--- src/rtl/ps2_key_input.sv ---
`default_nettype none
// +----------------------------------------------------------------------------+
// | ps2_key_input: PS/2 receiver + set-2 decoder giving held jump/start levels |
// | Rev 1.0                                                                    |
// +----------------------------------------------------------------------------+
module ps2_key_input #(
    parameter int FILTER_LEN     = 8,
    parameter int TIMEOUT_CYCLES = 200000
) (
    input  logic       sys_clk,
    input  logic       rst_n,
    input  logic       ps2_clk,
    input  logic       ps2_data,
    output logic       jump,
    output logic       start,
    output logic [7:0] scan_code,
    output logic       code_valid,
    output logic       frame_err
);

    localparam int             c_FW       = $clog2(FILTER_LEN + 1);
    localparam int             c_TW       = $clog2(TIMEOUT_CYCLES + 1);
    localparam logic [c_FW-1:0] c_FILT_MAX = c_FW'(FILTER_LEN - 1);
    localparam logic [c_TW-1:0] c_TO_MAX   = c_TW'(TIMEOUT_CYCLES - 1);

    typedef enum logic [1:0] {S_IDLE, S_DATA, S_PARITY, S_STOP} state_t;

    logic            r_clk_meta, r_clk_sync, r_dat_meta, r_dat_sync;
    logic            r_fclk, r_fclk_d;
    logic [c_FW-1:0] r_filt_cnt;
    logic [c_TW-1:0] r_to_cnt;
    state_t          r_state;
    logic [2:0]      r_bit_cnt;
    logic [7:0]      r_shift;
    logic            r_parity;
    logic [7:0]      r_scan_code;
    logic            r_code_valid, r_frame_err;
    logic            r_brk_pend, r_ext_pend;
    logic            r_sp_held, r_up_held, r_start, r_jump;

    logic w_strobe, w_timeout, w_stop_strobe, w_stop_ok, w_stop_bad;
    logic w_key_hit, w_sp_next, w_up_next, w_start_next;

    always_ff @(posedge sys_clk or negedge rst_n) begin
        if (!rst_n) begin
            r_clk_meta <= 1'b1;
            r_clk_sync <= 1'b1;
            r_dat_meta <= 1'b1;
            r_dat_sync <= 1'b1;
            r_fclk     <= 1'b1;
            r_fclk_d   <= 1'b1;
            r_filt_cnt <= '0;
        end else begin
            r_clk_meta <= ps2_clk;
            r_clk_sync <= r_clk_meta;
            r_dat_meta <= ps2_data;
            r_dat_sync <= r_dat_meta;
            r_fclk_d   <= r_fclk;
            // The FILTER_LEN-th consecutive differing sample flips fclk
            if (r_clk_sync == r_fclk) begin
                r_filt_cnt <= '0;
            end else if (r_filt_cnt == c_FILT_MAX) begin
                r_fclk     <= r_clk_sync;
                r_filt_cnt <= '0;
            end else begin
                r_filt_cnt <= r_filt_cnt + c_FW'(1);
            end
        end
    end

    assign w_strobe      = r_fclk_d & ~r_fclk;
    assign w_timeout     = (r_state != S_IDLE) && (r_to_cnt == c_TO_MAX);
    assign w_stop_strobe = (r_state == S_STOP) && w_strobe && !w_timeout;
    assign w_stop_ok     = w_stop_strobe && r_dat_sync && (^{r_shift, r_parity});
    assign w_stop_bad    = (w_stop_strobe && !w_stop_ok) || w_timeout;

    always_ff @(posedge sys_clk or negedge rst_n) begin
        if (!rst_n) begin
            r_state      <= S_IDLE;
            r_to_cnt     <= '0;
            r_bit_cnt    <= '0;
            r_shift      <= '0;
            r_parity     <= 1'b0;
            r_scan_code  <= '0;
            r_code_valid <= 1'b0;
            r_frame_err  <= 1'b0;
        end else begin
            r_code_valid <= 1'b0;
            r_frame_err  <= 1'b0;
            if (r_state == S_IDLE || w_strobe) begin
                r_to_cnt <= '0;
            end else begin
                r_to_cnt <= r_to_cnt + c_TW'(1);
            end
            if (w_timeout) begin
                r_state     <= S_IDLE;
                r_frame_err <= 1'b1;
            end else if (w_strobe) begin
                case (r_state)
                    S_IDLE: begin
                        if (!r_dat_sync) begin
                            r_state   <= S_DATA;
                            r_bit_cnt <= '0;
                        end
                    end
                    S_DATA: begin
                        r_shift   <= {r_dat_sync, r_shift[7:1]};
                        r_bit_cnt <= r_bit_cnt + 3'd1;
                        if (r_bit_cnt == 3'd7) begin
                            r_state <= S_PARITY;
                        end
                    end
                    S_PARITY: begin
                        r_parity <= r_dat_sync;
                        r_state  <= S_STOP;
                    end
                    default: begin
                        if (w_stop_ok) begin
                            r_code_valid <= 1'b1;
                            r_scan_code  <= r_shift;
                        end else begin
                            r_frame_err  <= 1'b1;
                        end
                        r_state <= S_IDLE;
                    end
                endcase
            end
        end
    end

    // Decode from the byte being accepted so levels move with code_valid
    always_comb begin
        w_key_hit    = w_stop_ok && (r_shift != 8'hF0) && (r_shift != 8'hE0);
        w_sp_next    = r_sp_held;
        w_up_next    = r_up_held;
        w_start_next = r_start;
        if (w_key_hit) begin
            if ({r_ext_pend, r_shift} == 9'h029) w_sp_next    = !r_brk_pend;
            if ({r_ext_pend, r_shift} == 9'h175) w_up_next    = !r_brk_pend;
            if ({r_ext_pend, r_shift} == 9'h05A) w_start_next = !r_brk_pend;
        end
    end

    always_ff @(posedge sys_clk or negedge rst_n) begin
        if (!rst_n) begin
            r_brk_pend <= 1'b0;
            r_ext_pend <= 1'b0;
            r_sp_held  <= 1'b0;
            r_up_held  <= 1'b0;
            r_start    <= 1'b0;
            r_jump     <= 1'b0;
        end else begin
            if (w_stop_bad) begin
                r_brk_pend <= 1'b0;
                r_ext_pend <= 1'b0;
            end else if (w_stop_ok) begin
                if (r_shift == 8'hF0) begin
                    r_brk_pend <= 1'b1;
                end else if (r_shift == 8'hE0) begin
                    r_ext_pend <= 1'b1;
                end else begin
                    r_brk_pend <= 1'b0;
                    r_ext_pend <= 1'b0;
                end
            end
            r_sp_held <= w_sp_next;
            r_up_held <= w_up_next;
            r_start   <= w_start_next;
            r_jump    <= w_sp_next | w_up_next;
        end
    end

    assign jump       = r_jump;
    assign start      = r_start;
    assign scan_code  = r_scan_code;
    assign code_valid = r_code_valid;
    assign frame_err  = r_frame_err;

endmodule
`default_nettype wire

--- config.mk ---
export PLATFORM = sky130hd
export DESIGN_NAME = ps2_key_input
export DESIGN_NICKNAME = d
export VERILOG_FILES = /design/src/rtl/ps2_key_input.sv
export SDC_FILE = /design/constraint.sdc
export NUM_CORES = 1
export LEC_CHECK = 0
export ABC_AREA = 1
export CAP_MARGIN = 20
export CELL_PAD_IN_SITES_DETAIL_PLACEMENT = 1
export CELL_PAD_IN_SITES_GLOBAL_PLACEMENT = 2
export CORE_ASPECT_RATIO = 2
export CORE_MARGIN = 2
export CORE_UTILIZATION = 41
export DETAILED_ROUTE_END_ITERATION = 10
export HOLD_SLACK_MARGIN = 0.15
export PLACE_DENSITY_LB_ADDON = 0.1
export SLEW_MARGIN = 20
export SYNTH_ARGS = -nofsm -noshare
export SYNTH_HDL_FRONTEND = slang
export SYNTH_SLANG_ARGS = --single-unit
--- constraint.sdc ---
create_clock -name sys_clk -period 3.1 [get_ports sys_clk]
set_clock_uncertainty 0.1 [all_clocks]
set_input_delay 0.62 -clock sys_clk [delete_from_list [all_inputs] [get_ports sys_clk]]
set_output_delay 0.62 -clock sys_clk [all_outputs]
set_load 0.1 [all_outputs]
# Word-level counts from Yosys, hierarchy flattened

Cells that the tools add are included.

Register bits: 58
Bits of input ports: 4
Logic and storage cells: 108

Eq/ne operators: 19
Add/subtract/negate cells: 3
Bitwise operators: 6
Mux-type cells: 30
Reduce and logical (&&, ||, !) cells: 29

Operators by type and width:

| cell                                          | count |
|---|---|
| 2-to-1 mux 1 bit                              | 20 |
| adder 18 x 1 -> 18 bit, second input constant | 1 |
| == test 18 bit, second input constant         | 1 |
| 2-to-1 mux 18 bit                             | 1 |
| == test 8 bit, second input constant          | 2 |
| inequality test 8 bit, second input constant  | 2 |
| == test 9 x 6 -> 1 bit, second input constant | 1 |
| == test 9 x 7 -> 1 bit, second input constant | 1 |
| == test 9 bit, second input constant          | 1 |
| inequality test 3 bit, second input constant  | 3 |
| AND reduction 3 bit                           | 3 |
| parity 9 bit                                  | 1 |
| logical AND 1 bit                             | 8 |
| 2-to-1 mux 2 bit                              | 4 |
| 2-to-1 mux 4 bit                              | 2 |
| AND reduction 2 bit                           | 4 |
| AND reduction 4 bit                           | 2 |
| nonzero test 2 bit                            | 4 |
| one-hot mux 2 bit (3 select lines)            | 1 |
| one-hot mux 3 bit (2 select lines)            | 1 |
| adder 4 x 1 -> 4 bit, second input constant   | 1 |
| == test 2 bit, second input constant          | 2 |
| == test 4 x 3 -> 1 bit, second input constant | 1 |
| inequality test 2 bit, second input constant  | 2 |
| 12 further kinds                              | 18 |

# Depth between registers and ports, before layout

Gate-level depths: netlist of run 1.

Depth in word-level cells: 11
Mapped depth: 13

# Worst setup path before layout of run 1

OpenSTA, ideal clock, no wires.

Kind: reg2reg
Start: register r_state[0]
End: register r_scan_code[3], in the netlist scan_code[3]
Arrival: 1.579 ns
Required time: 2.926 ns
Setup slack: 1.347 ns
Library setup time: 0.074 ns
Stages on the path, launching flop included: 11
Buffers on the path: 1
Clock period less this slack: 1.753 ns
Cells stage by stage: dfrtp_1 > inv_1 > ha_1 > nor2_1 > nand2_1 > nor2_2 > a31oi_4 > nand2_4 > buf_6 > nand2_2 > o21ai_2

Cells in the longest elaborated chain, start to end: 7
Elaborated cells on any way between the ends: 15
Those cells by class: eq/ne (3); bitwise (2); reduce/logical (10)

RTL lines:

| what                              | RTL line | text |
|---|---|---|
| start, declared                   | 32       | `state_t r_state;` |
| start signal, assigned            | 79       | `r_state <= S_IDLE;` |
| start signal, assigned            | 96       | `r_state <= S_IDLE;` |
| start signal, assigned            | 102      | `r_state <= S_DATA;` |
| nonzero test 2 bit                | 72       | `assign w_timeout = (r_state != S_IDLE) && (r_to_cnt == c_TO_MAX);` |
| logical AND 1 bit                 | 72       |  |
| logical NOT 1 bit                 | 73       | `assign w_stop_strobe = (r_state == S_STOP) && w_strobe && !w_timeout;` |
| logical AND 1 bit                 | 73       |  |
| logical AND 1 bit (2 in series)   | 74       | `assign w_stop_ok = w_stop_strobe && r_dat_sync && (^{r_shift, r_parity});` |
| AND reduction 4 bit (no line) (*) | n/a      |  |
| end signal, assigned              | 120      | `r_scan_code <= r_shift;` |
| end, declared                     | 36       | `logic [7:0] r_scan_code;` |

Mark *: on every way between the ends. The rest lies on a longest branch, timed or not.
A chain may end at the register's enable or synchronous reset.

# Worst setup path in the final report of run 1

Start: register r_state[0]
End: register r_ext_pend

Cells in the longest elaborated chain, start to end: 11
Elaborated cells on any way between the ends: 15
Those cells by class: eq/ne (2); mux (1); reduce/logical (12)

RTL lines:

| what                                                                  | RTL line | text |
|---|---|---|
| nonzero test 2 bit                                                    | 72       |  |
| logical AND 1 bit                                                     | 72       |  |
| logical NOT 1 bit                                                     | 73       |  |
| logical AND 1 bit                                                     | 73       |  |
| logical AND 1 bit (2 in series)                                       | 74       |  |
| logical NOT 1 bit                                                     | 75       | `assign w_stop_bad = (w_stop_strobe && !w_stop_ok) \|\| w_timeout;` |
| logical AND 1 bit                                                     | 75       |  |
| logical OR 1 bit                                                      | 75       |  |
| inequality test 2 bit (no line) or nonzero test 2 bit (tied branches) | n/a      |  |
| AND reduction 2 bit (no line)                                         | n/a      |  |
| end signal, assigned                                                  | 147      | `r_ext_pend <= 1'b0;` |
| end signal, assigned                                                  | 155      | `r_ext_pend <= 1'b0;` |
| end signal, assigned                                                  | 160      | `r_ext_pend <= 1'b1;` |
| end, declared                                                         | 38       | `logic r_brk_pend, r_ext_pend;` |

Parallel ways exist; a longest one is shown, timed or not.

==> impl_metrics.env, run 1 <==
export IMPL_outcome="finished, final reports clean"
export IMPL_yosys_area_share_adder=0.0324
export IMPL_die_y_um=127
export IMPL_pwr_density_cell_nw_per_um2=670
export IMPL_clkTransAtPathRegs_ns=0.05
export IMPL_final_common_cell="nand2_1"
export IMPL_core_area_um2=7270
export IMPL_reg2reg_slack_ns=1.12
export IMPL_port_buffers=15
export IMPL_synth_xor_xnor_area_share=0.0227
export IMPL_clock_path_buffers=2
export IMPL_report_final_slew_viol_count=0
export IMPL_drtIter0Drc=69
export IMPL_maxCapViolCount=0
export IMPL_hold_class="input pin to asynchronous set/reset pin"
export IMPL_synth_nets=349
export IMPL_fin_nets=371
export IMPL_place_gp_congestion=0.822
export IMPL_yosysUniqueCellTypes=40
export IMPL_crit_top_cell="nor2_1"
export IMPL_fp_dieArea_um2=8300
export IMPL_synth_top_family_by_area="simple AND/OR/NAND/NOR gates"
export IMPL_setup_tns_final_ns=0
export IMPL_vias=2343
export IMPL_critPathMaxStageDelay_ns=0.38
export IMPL_synth_mux_area_fraction=0.00364
export IMPL_rsz0062_at_grt="no"
export IMPL_ys_seq_elements=58
export IMPL_arrival_ns=2.10
export IMPL_cts_htree_levels=3
export IMPL_worst_pin_slew_ns=0.682
export IMPL_ctsHoldBuffers=0
export IMPL_grt_max_degree=31
export IMPL_min_period_over_period=0.639
export IMPL_syn2layout_area_growth_pct=16.8
export IMPL_grt_usage=0.200
export IMPL_setup_viol=0
export IMPL_wirelength_um=7140
export IMPL_insertion_delay_ns=0.33
export IMPL_yosys_area_share_simple=0.292
export IMPL_ctsResizeCount=0
export IMPL_drive_gt1_frac=0.272
export IMPL_overflow=0
export IMPL_crit_path_top_delay_cell="dfrtp_1"
export IMPL_grt_pass1_vias=2596
export IMPL_r2r_start="r_state[0]$_DFFE_PN0P_"
export IMPL_fin_crit_ns=1.98
export IMPL_io_pins=16
export IMPL_r2r_end="r_ext_pend$_DFFE_PN0P_"
export IMPL_cts_root_buf="clkbuf_16"
export IMPL_crit_fanout=16
export IMPL_crit_chain="inv_1 > ha_1 > nor2_1 > nand2_1 > nor2_2 > a31oi_4 > nand2_4 > nand2_2 > nand3_1 > nor2_1"
export IMPL_numCtsBuffers=9
export IMPL_max_slew_margin=0.545
export IMPL_grt_antenna_before_repair=0
export IMPL_cts_sinks=58
export IMPL_fmax_mhz=505
export IMPL_endpoint_kind="flop"
export IMPL_yosysWarnings=0
export IMPL_hold_viol=0
export IMPL_first_pass_iters=4
export IMPL_hpwl_um=5530
export IMPL_syn_area_um2=3090
export IMPL_r2r_cells=10
export IMPL_synth_compound_area_frac=0.110
export IMPL_path_class="flop to flop"
export IMPL_vdd_drop_max_v=0.000401
export IMPL_crit_path_end="r_ext_pend$_DFFE_PN0P_"
export IMPL_drc=0
export IMPL_synth_avg_cell_area_um2=9.18
export IMPL_post_cts_setup_buffers=0
export IMPL_tritoncts="done"
export IMPL_yosysSeqAreaShare=0.472
export IMPL_rows=44
export IMPL_required_ns=3.22
export IMPL_syn_inst=337
export IMPL_grt_pass1_wl_um=12300
export IMPL_ant_nets=0
export IMPL_p_leak_uw=0.00173
export IMPL_wl_per_cell_um=15.7
export IMPL_initial_core_util=0.426
export IMPL_antennaDiodeCount=0
export IMPL_cp_start_kind="flop"
export IMPL_die_x_um=65.4
export IMPL_nFillCells=898
export IMPL_startpoint="r_state[0]$_DFFE_PN0P_"
export IMPL_final_cell_mix="69 x nand2_1, 52 x dfrtp_1, 33 x inv_1, 25 x nor2_1, 21 x nand3_1"
export IMPL_vias_per_cell=5.14
export IMPL_p_total_uw=2420
-- worst min path at each step --
stage	to	cells after the start
floorplan	code_valid$_DFF_PN0_	0
global placement	r_clk_sync$_DFF_PN1_	0
detailed placement	r_dat_sync$_DFF_PN1_	0
CTS	scan_code[6]$_DFFE_PN0P_	1
global route	r_dat_sync$_DFF_PN1_	0
finish	scan_code[3]$_DFFE_PN0P_	1
-- sequential cells by signal, indices dropped and copies added, names as in the netlist, 2 cells and up --
register    count
r_bit_cnt       3
r_filt_cnt      4
r_shift         8
r_state         2
r_to_cnt       18
scan_code       8
-- kinds of logic after synthesis --
kind of cell | after synthesis
xor gates and xnor gates | 8
adders and majority gates | 8
buffers and inverters | 49
DFF | 58
muxes | 1
and+or+nand+nor | 165
AOI/OAI and AO/OA | 48
-- critical path: cells and delay by family (launching register included) --
kind            cells  cell delay (ns)
compound gates      1             0.19
fa+ha+maj           1             0.27
buf+inv             1             0.08
flops               1             0.38
simple gates        7             0.86
-- layer usage --
metal / up-vias / global-route usage / routed length (µm)
met2: 29 / 0.383 / 4250
met5: - / 0 / 0
met4: 0 / 0.108 / 270
li1: 1142 / - / -
met1: 1152 / 0.187 / 2460
met3: 20 / 0.0408 / 164
-- where the power goes --
group          total (µW)  switching (µW)  internal, µW
registers             905            66.7           838
clock network        1020             333           686
logic                 496             339           157
-- synth_stat cells --
cell type,n,share of area
a31oi_1,1,0.0020
o21a_1,1,0.0024
xor2_1,4,0.011
o21ai_2,16,0.045
o21ai_0,11,0.018
nand3_2,2,0.0065
o21ai_1,2,0.0032
inv_2,9,0.011
nand4_1,8,0.016
nor2_1,25,0.030
nand3_4,3,0.017
nand2_1,69,0.084
mux2_2,1,0.0036
buf_2,1,0.0016
nor2_4,4,0.015
nor3b_2,1,0.0040
nor3_2,3,0.0097
nor2_8,3,0.019
clkinv_2,1,0.0016
ha_1,8,0.032
xnor2_1,4,0.011
a31oi_4,1,0.0069
dfstp_2,6,0.051
dfrtp_1,52,0.42
nor3_1,6,0.0097
a221oi_2,1,0.0049
nor4_1,1,0.0020
clkbuf_1,1,0.0012
a211oi_1,1,0.0024
nor2_2,4,0.0081
buf_6,2,0.0073
buf_4,2,0.0049
nand2_2,10,0.020
nand3_1,21,0.034
a21oi_2,1,0.0028
inv_1,33,0.040
nand2_4,4,0.015
o211ai_1,1,0.0024
a21oi_1,12,0.019
nand3b_1,1,0.0024
-- final cells by class --
class                      instances  area, µm²  area share
clock buffer                      14        274      0.0758
timing repair buffer              17        143      0.0395
tap                               92        115      0.0319
sequential                        58       1460       0.404
multi-input combinational        230       1430       0.394
inverter                          43        163      0.0450
clock inverter                     2       35.0     0.00970
-- stage by stage --
| stage | hold slack (ns) | area, µm² | instances | utilization | setup WS (ns) |
|---|---|---|---|---|---|
| 2_1_floorplan | 0.224 | 3090 | 337 | - | 1.35 |
| 3_3_place_gp | 0.246 | 3300 | 440 | 0.455 | 1.19 |
| 3_5_place_dp | 0.248 | 3300 | 440 | 0.455 | 1.08 |
| 4_1_cts | 0.238 | 3610 | 456 | 0.497 | 1.08 |
| 5_1_grt | 0.258 | 3610 | 456 | 0.497 | 0.920 |
| 6_report | 0.222 | 3610 | 456 | 0.497 | 1.12 |
No activity file was read; power rests on OpenSTA's default activity.
==> run 2: changes to the inputs <==
- CORE_UTILIZATION: 41 -> 34
- clock period: 3.1 -> 1.68 ns (I/O delays scaled with it)
==> impl_metrics.env, run 2 (synthesis gave the netlist of run 1 again) <==
export IMPL_outcome="finished, violations left"
export IMPL_violations="negative setup slack"
export IMPL_setup_viol=23
export IMPL_cp_start_kind="flop"
export IMPL_final_common_cell="buf_4"
export IMPL_tritoncts="done"
export IMPL_grt_max_degree=59
export IMPL_wirelength_um=8380
export IMPL_p_sw_uw=1700
export IMPL_drive_gt1_frac=0.508
export IMPL_required_ns=1.80
export IMPL_min_period_over_period=1.05
export IMPL_antennaDiodeCount=0
export IMPL_port_buffers=15
export IMPL_r2r_end="scan_code[5]$_DFFE_PN0P_"
export IMPL_largest_register_ffs=18
export IMPL_ant_nets=0
export IMPL_crit_path_top_delay_cell="dfrtp_1"
export IMPL_wl_per_cell_um=15.6
export IMPL_final_util=0.525
export IMPL_setup_tns_final_ns=-1.09
export IMPL_pwr_density_cell_nw_per_um2=1100
export IMPL_crit_chain="ha_2 > nor3b_4 > nand2_2 > a31oi_4 > nand2_4 > buf_12 > nand2_2 > o21ai_2"
export IMPL_nFillCells=1001
export IMPL_critPathMaxStageDelay_ns=0.40
export IMPL_pwr_share_comb=0.328
export IMPL_vdd_drop_max_v=0.000905
export IMPL_grt_pass1_vias=2886
export IMPL_worst_pin_slew_ns=0.330
export IMPL_die_x_um=71.4
export IMPL_final_cell_mix="58 x buf_4, 49 x dfrtp_1, 48 x nand2_1, 30 x inv_1, 23 x nand2_2"
export IMPL_worstHoldEndpoint="r_clk_sync$_DFF_PN1_"
export IMPL_crit_family="simple AND/OR/NAND/NOR gates"
export IMPL_arrival_ns=1.87
export IMPL_syn2layout_area_growth_pct=50.9
export IMPL_clock_path_buffers=2
export IMPL_cts_sinks=58
export IMPL_clkPwrFrac=0.345
export IMPL_die_y_um=139
export IMPL_r2r_start="r_state[0]$_DFFE_PN0P_"
export IMPL_clkTransAtPathRegs_ns=0.05
export IMPL_hold_start="r_clk_meta$_DFF_PN1_"
export IMPL_cts_htree_levels=3
export IMPL_first_pass_iters=4
export IMPL_hold_class="flop to flop"
export IMPL_insertion_delay_ns=0.33
export IMPL_crit_top_cell="nand2_2"
export IMPL_worstHoldPathCells=0
export IMPL_path_buf_inv=1
export IMPL_report_final_slew_viol_count=0
export IMPL_crit_fanout=13
export IMPL_drc=0
export IMPL_hpwl_um=6260
export IMPL_worst_slack_ns=-0.0782
export IMPL_fin_nets=442
export IMPL_initial_core_util=0.348
export IMPL_rsz0062_at_grt="yes"
export IMPL_maxCapViolCount=0
export IMPL_rows=49
export IMPL_numCtsBuffers=9
export IMPL_grt_usage=0.185
export IMPL_p_int_uw=3430
export IMPL_drtIter0Drc=92
export IMPL_grt_pass1_wl_um=13800
export IMPL_vias=2648
export IMPL_p_leak_uw=0.00227
export IMPL_reg2reg_slack_ns=-0.08
export IMPL_max_slew_margin=0.780
export IMPL_hold_viol=0
export IMPL_io_pins=16
export IMPL_cts_root_buf="clkbuf_16"
export IMPL_largest_register="r_to_cnt"
export IMPL_endpoint_kind="flop"
export IMPL_r2r_cells=8
export IMPL_core_area_um2=8890
export IMPL_multi_input_area_um2=1720
export IMPL_seqPwrFrac=0.327
export IMPL_fin_crit_ns=1.76
export IMPL_fmax_mhz=569
export IMPL_place_gp_congestion=0.789
export IMPL_vias_per_cell=4.93
export IMPL_overflow=0
export IMPL_path_class="flop to flop"
export IMPL_fp_dieArea_um2=9920
export IMPL_p_sw_frac=0.331
export IMPL_area_sequential_um2=1460
export IMPL_grt_antenna_before_repair=0
==> run 2: worst max path at each step <==
stage                            from                  endpoint  slack (ns)  cells after the start
4_1_cts        r_state[0]$_DFFE_PN0P_  scan_code[4]$_DFFE_PN0P_        -0.1                     10
3_5_place_dp   r_state[0]$_DFFE_PN0P_            jump$_DFF_PN0_       -0.14                     11
6_report       r_state[0]$_DFFE_PN0P_  scan_code[5]$_DFFE_PN0P_       -0.08                      8
5_1_grt        r_state[0]$_DFFE_PN0P_         start$_DFFE_PN0P_       -0.20                      9
2_1_floorplan      r_fclk_d$_DFF_PN1_  scan_code[3]$_DFFE_PN0P_       -0.02                      8
3_3_place_gp   r_state[0]$_DFFE_PN0P_            jump$_DFF_PN0_       -0.10                     11
==> run 2: final cells by class <==
class	instances	area share
multi-input combinational	230	0.367
sequential	58	0.313
timing repair buffer	88	0.195
clock buffer	10	0.0490
inverter	43	0.0354
tap	102	0.0273
clock inverter	6	0.0123
==> run 2: worst register-to-register path, delay by kind of cell (launching register included) <==
kind / cells / cell delay [ns]
adder cells (fa/ha/maj): 1 / 0.19
AO/OA/AOI/OAI: 2 / 0.34
flip-flops: 1 / 0.40
AND/OR/NAND/NOR: 4 / 0.46
buffers and inverters: 1 / 0.17
==> run 2: through the flow <==
step                      worst slack (ns)  hold slack, ns  total power [µW]  area [µm²]  std cells
after floorplan                    -0.0231         -0.0596              2380        3110        337
final                              -0.0782           0.257              5130        4670        537
after detailed placement            -0.138           0.250              2990        3880        501
after CTS                          -0.0982           0.258              4970        4410        529
after global placement              -0.104           0.249              2950        3880        501
after global routing                -0.204           0.262              5440        4670        537
==> run 2: routing by layer <==
layer / wire [µm] / share of wire / track usage
met2: 5160 / 0.62 / 0.354
met3: 162 / 0.019 / 0.0422
met1: 2660 / 0.32 / 0.169
met4: 396 / 0.047 / 0.104
met5: 0 / 0 / 0
==> run 2: repair_timing <==
| action | in CTS | in global routing |
|---|---|---|
| buffers inserted | 10 | 8 |
| gates cloned | 1 | 0 |
| hold buffers | 1 | 0 |
| endpoints found under the hold margin | 52 | 0 |
| setup endpoints to repair | 31 | 44 |
| pin swaps | 15 | 17 |
| resized for setup | 34 | 53 |
==> run 2: power groups by stage <==
| stage | combinational, µW | clock, µW | sequential (µW) |
|---|---|---|---|
| 5_1_grt | 1850 | 1890 | 1700 |
| 3_3_place_gp | 1280 | 0 | 1670 |
| 4_1_cts | 1490 | 1820 | 1670 |
| 6_report | 1680 | 1770 | 1680 |
| 3_5_place_dp | 1320 | 0 | 1670 |
| 2_1_floorplan | 718 | 0 | 1660 |
==> run 3: changes to the inputs <==
- GPL_ROUTABILITY_DRIVEN: not set -> 0
==> results of run 3 <==
Final layout, timing and power as in run 2 (identical DEF).
